--- config.mk ---
export PLATFORM = sky130hd
export DESIGN_NAME = ksa_swapper_flat
export DESIGN_NICKNAME = d
export VERILOG_FILES = /design/src/rtl/rc4_pkg.sv /design/src/rtl/ksa_swapper_if.sv /design/src/rtl/ksa_key_selector.sv /design/src/rtl/ksa_swapper.sv /design/src/flat_wrapper.sv
export SDC_FILE = /design/constraint.sdc
export NUM_CORES = 1
export LEC_CHECK = 0
export ABC_AREA = 1
export BUFFER_PORTS_ARGS = -buffer_cell sky130_fd_sc_hd__buf_2
export CORE_UTILIZATION = 30
export CTS_BUF_LIST = sky130_fd_sc_hd__clkbuf_8 sky130_fd_sc_hd__clkbuf_16
export DETAILED_ROUTE_END_ITERATION = 10
export GPL_TIMING_DRIVEN = 0
export SETUP_SLACK_MARGIN = 0.15
export SLEW_MARGIN = 25
export SYNTH_ARGS = -nofsm -noshare
export SYNTH_HDL_FRONTEND = slang
export SYNTH_SLANG_ARGS = --single-unit
--- constraint.sdc ---
create_clock -name clk -period 2.47 [get_ports clk]
set_clock_uncertainty 0.15 [all_clocks]
set_input_delay 0.247 -clock clk [delete_from_list [all_inputs] [get_ports clk]]
set_output_delay 0.247 -clock clk [all_outputs]
set_load 0.01 [all_outputs]
--- src/rtl/rc4_pkg.sv ---
// Shared types and constants for the RC4 key-scheduling slice.
package rc4_pkg;

   localparam int unsigned DEFAULT_KEY_LENGTH = 3;

   // ramcontroller device-select code for the KSA stage
   localparam logic [2:0] MODE_KSA = 3'b010;

   typedef enum logic [2:0] {
      IDLE,
      READ_I,
      LATCH_I,
      READ_J,
      LATCH_J,
      WRITE_I,
      WRITE_J,
      DONE
   } ksa_state_t;

endpackage

--- src/rtl/ksa_swapper_if.sv ---
// Start/finished handshake plus single-port RAM bus between ramcontroller and ksa_swapper.
interface ksa_swapper_if #(
   parameter int unsigned RAM_WIDTH = 8
);
   logic                 start;
   logic                 finished;
   logic                 write_enable;
   logic [RAM_WIDTH-1:0] ram_in;
   logic [RAM_WIDTH-1:0] address;
   logic [RAM_WIDTH-1:0] ram_out;

   // controller side: issues start, returns RAM read data
   modport master (
      output start,
      output ram_out,
      input  finished,
      input  write_enable,
      input  ram_in,
      input  address
   );

   // KSA side: drives the RAM port, reports completion
   modport slave (
      input  start,
      input  ram_out,
      output finished,
      output write_enable,
      output ram_in,
      output address
   );
endinterface

--- src/rtl/ksa_key_selector.sv ---
// Latched secret key with a wrapping byte index; presents key[i mod KEY_LENGTH].
module ksa_key_selector #(
   parameter int unsigned KEY_LENGTH = 3
) (
   input  logic                    clk,
   input  logic                    reset,
   input  logic                    load,
   input  logic                    clear,
   input  logic                    advance,
   input  logic [8*KEY_LENGTH-1:0] secret_key,
   output logic [7:0]              key_byte
);
   localparam int unsigned K_W = (KEY_LENGTH > 1) ? $clog2(KEY_LENGTH) : 1;
   localparam logic [K_W-1:0] K_LAST = K_W'(KEY_LENGTH - 1);

   logic [8*KEY_LENGTH-1:0] key_q, key_d;
   logic [K_W-1:0]          k_q, k_d;

   // key latch and wrap counter (k stands in for i mod KEY_LENGTH)
   always_comb begin
      key_d = key_q;
      k_d   = k_q;
      if (load) begin
         key_d = secret_key;
      end
      if (clear) begin
         k_d = '0;
      end else if (advance) begin
         k_d = (k_q == K_LAST) ? '0 : k_q + 1'b1;
      end
   end

   // state registers
   always_ff @(posedge clk or negedge reset) begin
      if (!reset) begin
         key_q <= '0;
         k_q   <= '0;
      end else begin
         key_q <= key_d;
         k_q   <= k_d;
      end
   end

   // byte mux; byte 0 is the most significant byte of the key
   always_comb begin
      key_byte = '0;
      for (int unsigned b = 0; b < KEY_LENGTH; b++) begin
         if (k_q == K_W'(b)) begin
            key_byte = key_q[8*(KEY_LENGTH-1-b) +: 8];
         end
      end
   end
endmodule

--- src/rtl/ksa_swapper.sv ---
// RC4 key-scheduling stage: j += S[i] + key[i mod L], swap S[i] and S[j], for every i.
module ksa_swapper
   import rc4_pkg::*;
#(
   parameter int unsigned RAM_WIDTH  = 8,
   parameter int unsigned RAM_SIZE   = 256,
   parameter int unsigned KEY_LENGTH = DEFAULT_KEY_LENGTH
) (
   input  logic                    clk,
   input  logic                    reset,
   input  logic [8*KEY_LENGTH-1:0] secret_key,
   ksa_swapper_if.slave            bus
);
   localparam logic [RAM_WIDTH-1:0] LAST_I = RAM_WIDTH'(RAM_SIZE - 1);

   ksa_state_t           state_q, state_d;
   logic [RAM_WIDTH-1:0] i_q, i_d;
   logic [RAM_WIDTH-1:0] j_q, j_d;
   logic [RAM_WIDTH-1:0] si_q, si_d;
   logic [RAM_WIDTH-1:0] sj_q, sj_d;

   logic       key_load;
   logic       key_advance;
   logic [7:0] key_byte;

   assign key_load    = (state_q == IDLE) && bus.start;
   assign key_advance = (state_q == WRITE_J) && (i_q != LAST_I);

   ksa_key_selector #(
      .KEY_LENGTH (KEY_LENGTH)
   ) u_key_sel (
      .clk        (clk),
      .reset      (reset),
      .load       (key_load),
      .clear      (key_load),
      .advance    (key_advance),
      .secret_key (secret_key),
      .key_byte   (key_byte)
   );

   // next-state and datapath updates
   always_comb begin
      state_d = state_q;
      i_d     = i_q;
      j_d     = j_q;
      si_d    = si_q;
      sj_d    = sj_q;
      unique case (state_q)
         IDLE: begin
            if (bus.start) begin
               i_d     = '0;
               j_d     = '0;
               state_d = READ_I;
            end
         end
         READ_I:  state_d = LATCH_I;
         LATCH_I: begin
            si_d    = bus.ram_out;
            j_d     = j_q + bus.ram_out + RAM_WIDTH'(key_byte);
            state_d = READ_J;
         end
         READ_J:  state_d = LATCH_J;
         LATCH_J: begin
            sj_d    = bus.ram_out;
            state_d = WRITE_I;
         end
         WRITE_I: state_d = WRITE_J;
         WRITE_J: begin
            if (i_q == LAST_I) begin
               state_d = DONE;
            end else begin
               i_d     = i_q + 1'b1;
               state_d = READ_I;
            end
         end
         DONE: begin
            if (!bus.start) begin
               state_d = IDLE;
            end
         end
         default: state_d = IDLE;
      endcase
   end

   // state and datapath registers
   always_ff @(posedge clk or negedge reset) begin
      if (!reset) begin
         state_q <= IDLE;
         i_q     <= '0;
         j_q     <= '0;
         si_q    <= '0;
         sj_q    <= '0;
      end else begin
         state_q <= state_d;
         i_q     <= i_d;
         j_q     <= j_d;
         si_q    <= si_d;
         sj_q    <= sj_d;
      end
   end

   // RAM port and handshake decoded purely from registered state
   always_comb begin
      bus.address      = '0;
      bus.ram_in       = '0;
      bus.write_enable = 1'b0;
      bus.finished     = 1'b0;
      unique case (state_q)
         READ_I:  bus.address = i_q;
         READ_J:  bus.address = j_q;
         WRITE_I: begin
            bus.address      = i_q;
            bus.ram_in       = sj_q;
            bus.write_enable = 1'b1;
         end
         WRITE_J: begin
            bus.address      = j_q;
            bus.ram_in       = si_q;
            bus.write_enable = 1'b1;
         end
         DONE:    bus.finished = 1'b1;
         default: ;
      endcase
   end
endmodule

--- src/flat_wrapper.sv ---
// flat-port wrapper written by rule: the top's interface ports become plain ports
module ksa_swapper_flat import rc4_pkg::*;
#(
   parameter int unsigned RAM_WIDTH  = 8,
   parameter int unsigned RAM_SIZE   = 256,
   parameter int unsigned KEY_LENGTH = DEFAULT_KEY_LENGTH
)
  (clk, reset, secret_key, bus_start, bus_ram_out, bus_finished, bus_write_enable, bus_ram_in, bus_address);
  ksa_swapper_if #(.RAM_WIDTH(RAM_WIDTH)) bus_i ();
  input  logic clk;
  input  logic reset;
  input  logic [8*KEY_LENGTH-1:0] secret_key;
  input wire logic [$bits(bus_i.start)-1:0] bus_start;
  input wire logic [$bits(bus_i.ram_out)-1:0] bus_ram_out;
  output wire logic [$bits(bus_i.finished)-1:0] bus_finished;
  output wire logic [$bits(bus_i.write_enable)-1:0] bus_write_enable;
  output wire logic [$bits(bus_i.ram_in)-1:0] bus_ram_in;
  output wire logic [$bits(bus_i.address)-1:0] bus_address;
  assign bus_i.start = bus_start;
  assign bus_i.ram_out = bus_ram_out;
  assign bus_finished = bus_i.finished;
  assign bus_write_enable = bus_i.write_enable;
  assign bus_ram_in = bus_i.ram_in;
  assign bus_address = bus_i.address;
  ksa_swapper #(.RAM_WIDTH(RAM_WIDTH), .RAM_SIZE(RAM_SIZE), .KEY_LENGTH(KEY_LENGTH)) u_core (.clk(clk), .reset(reset), .secret_key(secret_key), .bus(bus_i));
endmodule
# Yosys cells after proc, flatten, opt, wreduce, memory -nomap -nowiden
# Index checks and enable logic that the tools add are counted.
# totals
memories	0
ram_bits	0
elab_cells	56
latch_bits	0
output_inout_bits	18
register_bits	61
rom_bits	0
# op_classes
magnitude_cmp	0
n_mul	0
n_div	0
eq_ne	14
mux	18
n_bitwise	0
add_sub_neg	4
n_reduce_logical	13
n_shift	0
# ops
op	n
$pmux W8 S2	4
$mux W8	5
$pmux W3 S8	1
$add A8 B8 Y8	2
$eq A3 B3 Y1 const B	4
$mux W3	3
$add A8 B1 Y8 const B	1
$eq A8 B8 Y1 const B	1
$ne A8 B8 Y1 const B	1
$eq A3 B2 Y1 const B	2
$mux W2	3
$ne A2 B2 Y1 const B	3
$reduce_bool A2 Y1	3
$reduce_or A2 Y1	3
$reduce_and A2 Y1	2
$eq A3 B1 Y1 const B	1
$logic_not A3 Y1	1
$reduce_and A3 Y1	1
$add A2 B1 Y2 const B	1
$eq A2 B1 Y1 const B	1
$eq A2 B2 Y1 const B	1
$logic_and A1 B1 Y1	2
$logic_not A2 Y1	1
$mux W1	2

# Logic depth before layout (Yosys ltp)
# Gate-level depths: netlist of run 1.
# logic_depth
ltp_word	6
ltp_mapped	16

# Cells and area by module
# A second synthesis of run 1 with hierarchy kept.
# unflattened
cells_unflattened	428
hier_area_um2	3420.8
# modules_own_cells
module	area_per_inst_um2	cells_per_inst	instances
ksa_swapper	2223.4	280	1
ksa_key_selector	1197.4	148	1

# Least setup slack after synthesis of run 1
# No wires, ideal clock.
# synth_path
path_kind	reg-to-reg
start	register u_core.u_key_sel.k_q[1]
end	register u_core.j_q[7]
arrival_time_ns	2.441
path_stages_with_launch	16
synth_period_minus_slack_ns	2.708
setup_slack_ns	-0.238
path_cell_list	dfrtp_1 -> inv_1 -> nand2_1 -> nor2_1 -> a221oi_1 -> fa_1 -> inv_1 -> ha_1 -> inv_1 -> fa_1 -> nor3_1 -> nor2_1 -> inv_1 -> nand2_1 -> nand3_1 -> nand2_1
# synth_via
elab_chain_cells	6
elab_cells_between_ends	8
# synth_rtl
item	line_no	source
start: declaration	ksa_key_selector.sv:17	logic [K_W-1:0] k_q, k_d;
start signal: assignment	ksa_key_selector.sv:40	k_q <= k_d;
$logic_not A2 Y1	ksa_key_selector.sv:48	if (k_q == K_W'(b)) begin
$mux W8 (2 in series)	ksa_key_selector.sv:48	
$mux W8 *	ksa_key_selector.sv:48	
$add A8 B8 Y8 *	ksa_swapper.sv:59	j_d = j_q + bus.ram_out + RAM_WIDTH'(key_byte);
$pmux W8 S2 *	ksa_swapper.sv:48	unique case (state_q)
end signal: assignment	ksa_swapper.sv:96	j_q <= j_d;
end: declaration	ksa_swapper.sv:18	logic [RAM_WIDTH-1:0] j_q, j_d;
# Mark *: on every way between the ends. The rest lies on a longest branch, timed or not.
# A chain may end at the register's enable or synchronous reset.

# Worst setup path in the final report of run 1
# layout_path
start	register u_core.u_key_sel.k_q[1]
end	register u_core.j_q[3]
# Same word-level chain as after synthesis.

==> results of run 1 <==
==> path summary, 6_finish.rpt <==
path / start / to / depth (start not counted)
max reg2reg: u_core.u_key_sel.k_q[1]$_DFFE_PN0P_ / u_core.j_q[3]$_DFFE_PN0P_ / 11
min reg2reg: u_core.u_key_sel.key_q[7]$_DFFE_PN0P_ / u_core.u_key_sel.key_q[7]$_DFFE_PN0P_ / 2
min: bus_start / u_core.state_q[2]$_DFFE_PN0P_ / 3
max in group asynchronous: reset / u_core.u_key_sel.k_q[0]$_DFFE_PN0P_ / 2
min in group asynchronous: reset / u_core.u_key_sel.key_q[6]$_DFFE_PN0P_ / 2
max: u_core.u_key_sel.k_q[1]$_DFFE_PN0P_ / u_core.j_q[3]$_DFFE_PN0P_ / 11
==> through the flow <==
stage               hold WS, ns  power, mW  setup TNS, ns  cells  utilization, %
finish                   0.0763       6.22         -0.967    648            41.4
global route             0.0896       6.75          -1.74    648            41.4
CTS                      0.0688       5.88         -0.835    644            40.5
detailed placement        0.238       4.56          -1.85    597            35.1
global placement          0.291       4.42          -1.50    597            35.0
floorplan                -0.199       3.78         -0.123    405               -
==> kinds of logic after synthesis <==
| kind of cell | after synthesis |
|---|---|
| xor+xnor | 2 |
| simple gates | 173 |
| compound gates | 81 |
| buf+inv | 73 |
| fa+ha+maj | 15 |
| flops | 61 |
==> synthesized netlist by cell type <==
master     count  area [um2]
o221ai_1       3        26.3
o22ai_1       15        93.8
inv_1         61         229
a221oi_1       4        35.0
o21bai_1       1        7.51
nand2_4        3        33.8
nand3_1       15        75.1
o21ai_0       40         200
nand2_2        1        6.26
dfrtp_1       61        1530
buf_2          5        25.0
buf_6          2        22.5
nand3_2        1        10.0
nand3_4        1        17.5
fa_1           8         160
nor2_1        20        75.1
a22o_1         8        70.1
nor3_1         4        20.0
nor2_4         2        22.5
inv_2          2        7.51
o2111ai_1      1        8.76
nor2_2         1        6.26
ha_1           7        87.6
nand2_1      122         458
nand4_1        2        12.5
a21oi_1        7        35.0
a21o_1         1        7.51
o21ai_1        1        5.00
clkbuf_1       3        11.3
xor2_1         2        17.5
or2_2          1        6.26
==> report_power, final <==
| group | switching (mW) | internal (mW) |
|---|---|---|
| clock network | 0.397 | 0.555 |
| logic | 2.06 | 1.48 |
| registers | 0.286 | 1.44 |
==> worst min-delay path: stages <==
cell,delay (ns)
buf_2,0.13
nand2_1,0.10
nand2_1,0.07
==> sequential cells by signal (all words and copies together), names as in the netlist <==
name and cells:
u_core.state_q 3, u_core.i_q 8, u_core.u_key_sel.k_q 2, u_core.u_key_sel.key_q 24, u_core.j_q 8, u_core.si_q 8
u_core.sj_q 8
==> timing repair <==
action / in CTS / in global routing
setup endpoints to repair: 6 / 6
hold endpoints to repair: 85 / 0
pin swaps: 8 / 9
hold buffers: 25 / 0
cloned: 0 / 0
setup buffers: 6 / 4
resized for setup: 19 / 14
==> final cells by class <==
cell class              instances  area (um2)
clock buffers                   9         124
well taps                     140         175
inverters                      63         241
plain buffers                  10        58.8
fillers                      1054        6320
flip-flops and latches         61        1530
repair buffers                 87         588
multi-input cells             271        1670
clock inverters                 7        82.6
==> metal layers <==
metal | wire [um] | vias up | track usage, %
met3 | 330 | 19 | 4.13
met2 | 4620 | 70 | 30.3
li1 | - | 1502 | -
met4 | 176 | 0 | 4.79
met1 | 3960 | 1465 | 19.5
met5 | 0 | - | 0
==> impl_metrics.json, run 1 <==
{
  "yosys.area_share.simple_pct": 22.4,
  "drv_cap": 0,
  "drive_gt1_share_pct": 24.2,
  "die_h_um": 107,
  "p_leak_nw": 2.26,
  "hp-class": "in2reg",
  "synth_seq_cells": 61,
  "place.gp.congestion": 0.825,
  "place_area_um2": 3780,
  "syn_nets": 455,
  "ant_nets": 0,
  "yosysWarnings": 0,
  "clk_path_buf_depth": 2,
  "final.setup.worst_slack_ns": -0.238,
  "crit_chain": "inv_4, nor2_4, a221oi_4, fa_1, inv_2, ha_4, inv_4, fa_2, buf_4, xor2_1, o22ai_1",
  "grt_usage_pct": 16.8,
  "crit_path_start_kind": "register",
  "cp_max_fo": 5,
  "clock_sink_count": 61,
  "synthMuxAreaShare_pct": 0,
  "cts_buffers": 9,
  "grt_max_degree": 62,
  "outcome": "finished with violations",
  "final_common_cell": "nand2_1",
  "dieArea_um2": 11500,
  "synth-compound-area-share_pct": 14.7,
  "ios": 53,
  "syn_avg_cell_area_um2": 8.20,
  "core_area_um2": 10800,
  "place_ws_ns": -0.392,
  "setup_viol": 6,
  "slowest_delay_ns": 0.46,
  "port_buffers": 52,
  "synth_top_family_by_area": "simple AND/OR/NAND/NOR gates",
  "rows": 38,
  "cts_tree": "yes",
  "design_area_um2": 4470,
  "rsz0062_at_grt": "yes",
  "die_width_um": 107,
  "slew_headroom_pct": 45.8,
  "fin_nets": 553,
  "cp_top_family": "adder cells",
  "violations": "setup timing",
  "final.period_utilization_pct": 110,
  "via_count": 3056,
  "antennaDiodeCount": 0,
  "start_util_pct": 30.8,
  "via_per_inst": 4.72,
  "insertion_delay_ns": 0.35,
  "wl_per_cell_um": 14.0,
  "syn_inst": 405,
  "grt_pass1_vias": 3096,
  "finalHoldViolCount": 0,
  "antenna_found_initial": 0,
  "worstSetupEndpointType": "register",
  "r2r_slack_ns": -0.24,
  "path_clk_slew_ns": 0.07,
  "slowest_stage": "fa_1",
  "ctsRootBufferMaster": "clkbuf_8",
  "powerDensity_nw_per_um2": 1390,
  "synth-xor-area-share_pct": 0.528,
  "tightestPinTransition_ns": 0.812,
  "area.growth.synth_to_final_pct": 34.6,
  "grt_pass1_wl_um": 14700,
  "max_freq_mhz": 369,
  "netlist_area_um2": 3320,
  "slew_viol_final": 0,
  "cp_data_required_time_ns": 2.53,
  "drcViolationCount": 0,
  "totalWireLength_um": 9090,
  "yosysUniqueCellTypes": 31,
  "firstDrtPassIters": 4,
  "h-tree-depth": 3,
  "drt-initial-drc-count": 104,
  "crit_top_cell": "inv_4",
  "peakVddDrop_mv": 0.636,
  "final.min_clock_period_ns": 2.71,
  "path_buf_inv": 4,
  "layout_common_cells": "nand2_1 (119), dfrtp_1 (59), inv_1 (58)",
  "ys_seq_area_share_pct": 46.0,
  "worstPathArrival_ns": 2.77,
  "crit_type": "reg2reg",
  "synth_adder_area_share_pct": 7.46,
  "grt_remaining_overflow": 0,
  "dpl.hpwl_um": 6300
}
(Power assumes the default switching activity.)
==> run 2: changes to the inputs <==
ABC_AREA = default   (was 1)
CORE_ASPECT_RATIO = 1.5   (was default)
==> run 2 against run 1 <==
Net effect: the flow still finishes with violations (setup timing); maximum frequency shrank 8.0%; synthesized area is 3.3% higher; worst hold slack worse by 0.064 ns; design area is 1.8% higher; synthesized cell count decreased by 9.6%; sequential power is 2% higher; global-route usage decreased by 0.83 points; via count shrank 6.2%; core utilization shrank 0.24 points; first-iteration DRC count rose by 55%; final cell count decreased by 5.2%; die area up 3.3%; critical path type unchanged.
==> impl_metrics.json, run 2 <==
{
  "synthMuxAreaShare_pct": 5.26,
  "synth_common_cells": "nand2_1 (95), dfrtp_1 (61), inv_1 (29)",
  "hp-class": "in2reg",
  "h-tree-depth": 3,
  "nFillCells": 1169,
  "peakVddDrop_mv": 0.484,
  "antenna_found_initial": 0,
  "antennaDiodeCount": 0,
  "fin_nets": 512,
  "ys_seq_area_share_pct": 44.5,
  "grt_usage_pct": 15.9,
  "largest_reg_flops": 24,
  "finalHoldViolCount": 0,
  "ys.flop_type": "dfrtp_1",
  "tightestPinTransition_ns": 0.775,
  "syn_avg_cell_area_um2": 9.37,
  "final_common_cell": "nand2_1",
  "clk_path_buf_depth": 2,
  "insertion_delay_ns": 0.33,
  "synth-xor-area-share_pct": 2.77,
  "via_count": 2866,
  "max_freq_mhz": 340,
  "yosysTopAreaCellShare_pct": 44.5,
  "drive_gt1_share_pct": 26.6,
  "fin_cells": 614,
  "grt_pass1_wl_um": 14300,
  "ant_nets": 0,
  "grt_remaining_overflow": 0,
  "dpl.hpwl_um": 6140,
  "area.growth.synth_to_final_pct": 32.8,
  "final.min_clock_period_ns": 2.94,
  "wl_per_cell_um": 13.6,
  "synthTopCellsByArea": "dfrtp_1 (45%), nand2_1 (10%), fa_1 (4.7%)",
  "die_width_um": 89.3,
  "setup_viol": 6,
  "top_register": "u_core.u_key_sel.key_q",
  "via_per_inst": 4.67,
  "drv_cap": 0,
  "start_util_pct": 31.0,
  "syn_nets": 416,
  "synth_top_family_by_area": "simple AND/OR/NAND/NOR gates",
  "grt_pass1_vias": 2986,
  "clock_sink_count": 61,
  "slew_headroom_pct": 48.3,
  "totalWireLength_um": 8330,
  "place.gp.congestion": 0.836,
  "worstSetupEndpointType": "register",
  "r2r_slack_ns": -0.47,
  "layout_common_cells": "nand2_1 (95), dfrtp_1 (61), buf_2 (56)",
  "drcViolationCount": 0,
  "slew_viol_final": 0,
  "synth.most_common_cell": "nand2_1",
  "outcome": "finished with violations",
  "violations": "setup timing",
  "synth_adder_area_share_pct": 7.23,
  "final.setup.worst_slack_ns": -0.472,
  "syn_inst": 366,
  "cts_tree": "yes",
  "firstDrtPassIters": 4,
  "core_area_um2": 11100,
  "port_buffers": 52,
  "die_h_um": 133,
  "ctsRootBufferMaster": "clkbuf_16",
  "path_clk_slew_ns": 0.05,
  "grt_max_degree": 62,
  "dieArea_um2": 11900,
  "netlist_area_um2": 3430,
  "cp_max_fo": 5,
  "crit_type": "reg2reg",
  "synth-edff-count": 0,
  "yosysWarnings": 0,
  "yosysUniqueCellTypes": 50,
  "synthArstFlopShare_pct": 100,
  "ios": 53,
  "p_leak_nw": 2.24,
  "drt-initial-drc-count": 161,
  "powerDensity_nw_per_um2": 1390,
  "crit_path_start_kind": "register",
  "synth_seq_cells": 61,
  "cp_data_required_time_ns": 2.53,
  "final.period_utilization_pct": 119,
  "placed_cells": 565,
  "yosysTopAreaCell": "dfrtp_1",
  "worstPathArrival_ns": 3.01,
  "synth-compound-area-share_pct": 12.0,
  "yosys.area_share.simple_pct": 21.6,
  "cts_buffers": 9,
  "rsz0062_at_grt": "yes",
  "rows": 47,
  "place_ws_ns": -0.666
}
==> run 2: path summary, 6_finish.rpt <==
kind,from,to,cells past startpoint
max,u_core.u_key_sel.k_q[0]$_DFFE_PN0P_,u_core.j_q[5]$_DFFE_PN0P_,14
min,bus_ram_out[2],u_core.sj_q[2]$_DFFE_PN0P_,2
max reg2reg,u_core.u_key_sel.k_q[0]$_DFFE_PN0P_,u_core.j_q[5]$_DFFE_PN0P_,14
min reg2reg,u_core.si_q[3]$_DFFE_PN0P_,u_core.si_q[3]$_DFFE_PN0P_,2
max in group asynchronous,reset,u_core.u_key_sel.key_q[2]$_DFFE_PN0P_,2
min in group asynchronous,reset,u_core.state_q[2]$_DFFE_PN0P_,2
==> run 2: area by class of cell <==
type	count	area (um2)	area share, %
Multi-Input combinational cell	257	1740	38.3
Sequential cell	61	1530	33.5
Clock buffer	11	253	5.55
Timing Repair Buffer	85	581	12.8
Buffer	19	131	2.89
Clock inverter	5	26.3	0.577
Tap cell	147	184	4.04
Inverter	29	109	2.39
==> run 2: per-layer routing <==
metal	track usage (%)	vias to the layer above	part of all wire [%]
met3	2.06	18	3.6
met5	0	-	0
met4	9.44	0	3.6
met1	19.1	1366	41
met2	26.6	70	52
li1	-	1412	-
==> run 2: through the flow <==
step	utilization (%)	area, um2	hold WS [ns]	total power [mW]	TNS (ns)
after floorplan	-	3450	-0.199	3.98	-1.10
after global placement	35.2	3890	0.292	4.62	-2.36
after detailed placement	35.3	3900	0.237	4.74	-2.64
after CTS	40.8	4510	0.00312	6.18	-1.71
after global routing	41.2	4550	0.0104	6.91	-2.68
final	41.2	4550	0.0119	6.33	-1.83
==> run 2: power breakdown <==
part           leakage [nW]  switching, mW  total [mW]  internal, mW
sequential            0.767          0.329        1.77          1.44
combinational          1.33           1.80        3.40          1.60
clock                 0.142          0.435        1.16         0.723
total                  2.24           2.57        6.33          3.77
==> run 2: cells by family (layout without fill, tap and decap cells) <==
family	after synthesis	count (layout)
muxes	17	17
and+or+nand+nor	155	155
DFF	61	61
adders and majority gates	15	15
buffers and inverters	48	149
AOI/OAI and AO/OA	60	60
xor gates and xnor gates	10	10
==> run 2: timing repair <==
action                                  in CTS  in global routing
hold buffers                                25                  0
setup buffers                                6                  2
endpoints found under the setup margin       6                  7
endpoints found under the hold margin       85                  0
resized for setup                           12                  7
pin swaps                                    7                 11
==> run 2: critical path, stage by stage (launching register included) <==
cell      delay [ns]
dfrtp_1         0.38
buf_6           0.14
mux2i_1         0.19
nor2_1          0.08
a21oi_2         0.15
fa_1            0.43
inv_1           0.07
ha_2            0.18
inv_2           0.04
fa_2            0.33
nand2b_4        0.17
a21oi_4         0.14
buf_4           0.13
a21oi_2         0.02
a22o_1          0.22
==> run 3: changes to the inputs <==
SYNTH_HIERARCHICAL = 1   (was default)
==> run 3 against run 2 <==
Net effect: worst setup slack gained 0.027 ns; the flow still finishes with violations (setup timing); global-route usage is 1.2 points lower; clock power shrank 8%; non-clock buffer count is 7 lower; synthesized cell count is 15% lower; sequential cell count is the same; design area is 0.11% lower; synthesized area up 1.5%; clock-buffer cell count down 2; critical path type unchanged.
==> impl_metrics.json, run 3 <==
{
  "outcome": "finished with violations",
  "violations": "setup timing",
  "use_met2_pct": 24.7,
  "ys.flop_type": "dfrtp_1",
  "dieArea_um2": 12000,
  "insertion_delay_ns": 0.33,
  "powerDensity_nw_per_um2": 1510,
  "ant_nets": 0,
  "place_ws_ns": -0.587,
  "clock_sink_count": 61,
  "synth_common_cells": "dfrtp_1 (61), nand2_1 (40), mux2_4 (20)",
  "top_register": "u_core/u_key_sel/key_q",
  "syn_avg_cell_area_um2": 11.2,
  "syn_nets": 360,
  "finalHoldViolCount": 0,
  "yosysTopAreaCellShare_pct": 43.9,
  "antennaDiodeCount": 0,
  "crit_type": "reg2reg",
  "final_common_cell": "dfrtp_1",
  "antenna_found_initial": 0,
  "slew_headroom_pct": 48.2,
  "cp_data_required_time_ns": 2.57,
  "grt_pass1_wl_um": 13600,
  "cts_tree": "yes",
  "crit_chain": "buf_6, mux2i_2, o2bb2ai_2, fa_1, ha_2, inv_2, fa_2, nand2b_4, a21oi_4, o22ai_2, mux2i_2, mux2i_1",
  "cp_max_fo": 4,
  "start_util_pct": 31.1,
  "port_buffers": 52,
  "peakVddDrop_mv": 0.785,
  "drt-initial-drc-count": 132,
  "final.setup.worst_slack_ns": -0.445,
  "yosysUniqueCellTypes": 50,
  "core_area_um2": 11200,
  "drv_cap": 0,
  "synthArstFlopShare_pct": 100,
  "h-tree-depth": 3,
  "path_clk_slew_ns": 0.05,
  "synth_seq_cells": 61,
  "grt_remaining_overflow": 0,
  "final.period_utilization_pct": 118,
  "fin_cells": 550,
  "slowest_stage": "fa_1",
  "hp-class": "in2reg",
  "largest_reg_flops": 24,
  "grt_max_degree": 62,
  "syn_inst": 310,
  "fin_tns_setup_ns": -1.67,
  "ios": 53,
  "ys_seq_area_share_pct": 43.9,
  "worstSetupEndpointType": "register",
  "drive_gt1_share_pct": 35.2,
  "via_count": 2636,
  "final.min_clock_period_ns": 2.92,
  "layout_common_cells": "dfrtp_1 (61), buf_2 (58), nand2_1 (40)",
  "ctsRootBufferMaster": "clkbuf_16",
  "use_met3_pct": 3.91,
  "firstDrtPassIters": 4,
  "fin_nets": 448,
  "synth-edff-count": 0,
  "grt_busiest_layer": "met2",
  "rsz0062_at_grt": "yes",
  "slew_viol_final": 0,
  "cts_buffers": 9,
  "crit_path_start_kind": "register",
  "netlist_area_um2": 3480,
  "slowest_delay_ns": 0.49,
  "grt_usage_pct": 14.7,
  "yosysWarnings": 6,
  "crit_top_cell": "mux2i_2",
  "r2r_slack_ns": -0.45,
  "grt_pass1_vias": 2655,
  "yosysTopAreaCell": "dfrtp_1",
  "placed_cells": 509,
  "via_per_inst": 4.79,
  "met1_usage_pct": 17.1,
  "rows": 47,
  "area.growth.synth_to_final_pct": 30.7,
  "holdWs_ns": 0.0113,
  "die_h_um": 134,
  "wl_per_cell_um": 15.1,
  "drcViolationCount": 0,
  "tightestPinTransition_ns": 0.778,
  "p_leak_nw": 2.10,
  "dpl.hpwl_um": 5920,
  "place.gp.congestion": 0.768,
  "synth.most_common_cell": "dfrtp_1",
  "worstPathArrival_ns": 3.01,
  "max_freq_mhz": 343,
  "synthTopCellsByArea": "dfrtp_1 (44%), mux2_4 (8.6%), fa_1 (4.6%)",
  "setup_viol": 6,
  "clk_path_buf_depth": 2,
  "totalWireLength_um": 8320,
  "die_width_um": 89.9
}
## run 3: changes by cell type after synthesis, sizes merged, moves of 10 or more
cell   before  now
nor2       22   10
a22o        3   13
inv        29   10
mux2        8   32
nand2      95   40
## run 3: through the flow
step / power [mW] / cell area [um2] / util [%]
after floorplan: 4.41 / 3500 / -
after global placement: 5.10 / 3950 / 35.3
after detailed placement: 5.21 / 3950 / 35.3
final: 6.85 / 4550 / 40.7
after global routing: 7.37 / 4550 / 40.7
after CTS: 6.77 / 4490 / 40.2
## run 3: cell type report
type	instances	area, um2
sequential	61	1530
tap	147	184
timing repair buffer	77	505
fill	1085	6630
inverter	11	42.5
buffer	20	165
clock buffer	9	225
clock inverter	7	28.8
multi-input combinational	218	1870
## run 3: power by group
part,internal (mW),switching (mW),leakage (nW),total (mW)
combinational,2.09,1.88,1.20,3.97
sequential,1.48,0.345,0.753,1.82
clock,0.654,0.411,0.145,1.07
## run 3: per-layer routing
layer,share of wire [%],routed length (um)
met5,0,0
met4,2.7,223
met3,4.0,333
met2,50,4200
met1,43,3560
## run 3: logic make-up (layout without fill, tap and decap cells)
group	after synthesis	after routing	synth area share (%)
xor gates and xnor gates	6	6	1.51
DFF	61	61	43.9
muxes	42	42	15.4
and+or+nand+nor	93	93	13.9
AOI/OAI and AO/OA	62	62	12.7
adders and majority gates	15	15	7.12
buffers and inverters	31	124	5.54
## run 3: repair_timing
item,4_1_cts,5_1_grt
hold buffers,19,0
endpoints found under the hold margin,79,0
setup endpoints to repair,12,6
pin swaps,5,4
gates resized for setup,14,7
setup buffers,3,3
## run 3: critical path: cells and delay by family, from the launching register on
kind | cells | cell delay, ns
flip-flops | 1 | 0.39
multiplexers | 3 | 0.62
adder cells (fa/ha/maj) | 3 | 1.00
AO/OA/AOI/OAI | 3 | 0.32
AND/OR/NAND/NOR | 1 | 0.16
buffers and inverters | 2 | 0.18
## run 3: worst paths after layout
kind | to | cells past startpoint | startpoint
max | u_core/j_q[7]$_DFFE_PN0P_ | 12 | u_core/u_key_sel/k_q[1]$_DFFE_PN0P_
min | u_core/u_key_sel/key_q[23]$_DFFE_PN0P_ | 2 | secret_key[23]
max reg2reg | u_core/j_q[7]$_DFFE_PN0P_ | 12 | u_core/u_key_sel/k_q[1]$_DFFE_PN0P_
min reg2reg | u_core/si_q[0]$_DFFE_PN0P_ | 2 | u_core/si_q[0]$_DFFE_PN0P_
max in group asynchronous | u_core/u_key_sel/key_q[8]$_DFFE_PN0P_ | 2 | reset
min in group asynchronous | u_core/sj_q[6]$_DFFE_PN0P_ | 2 | reset
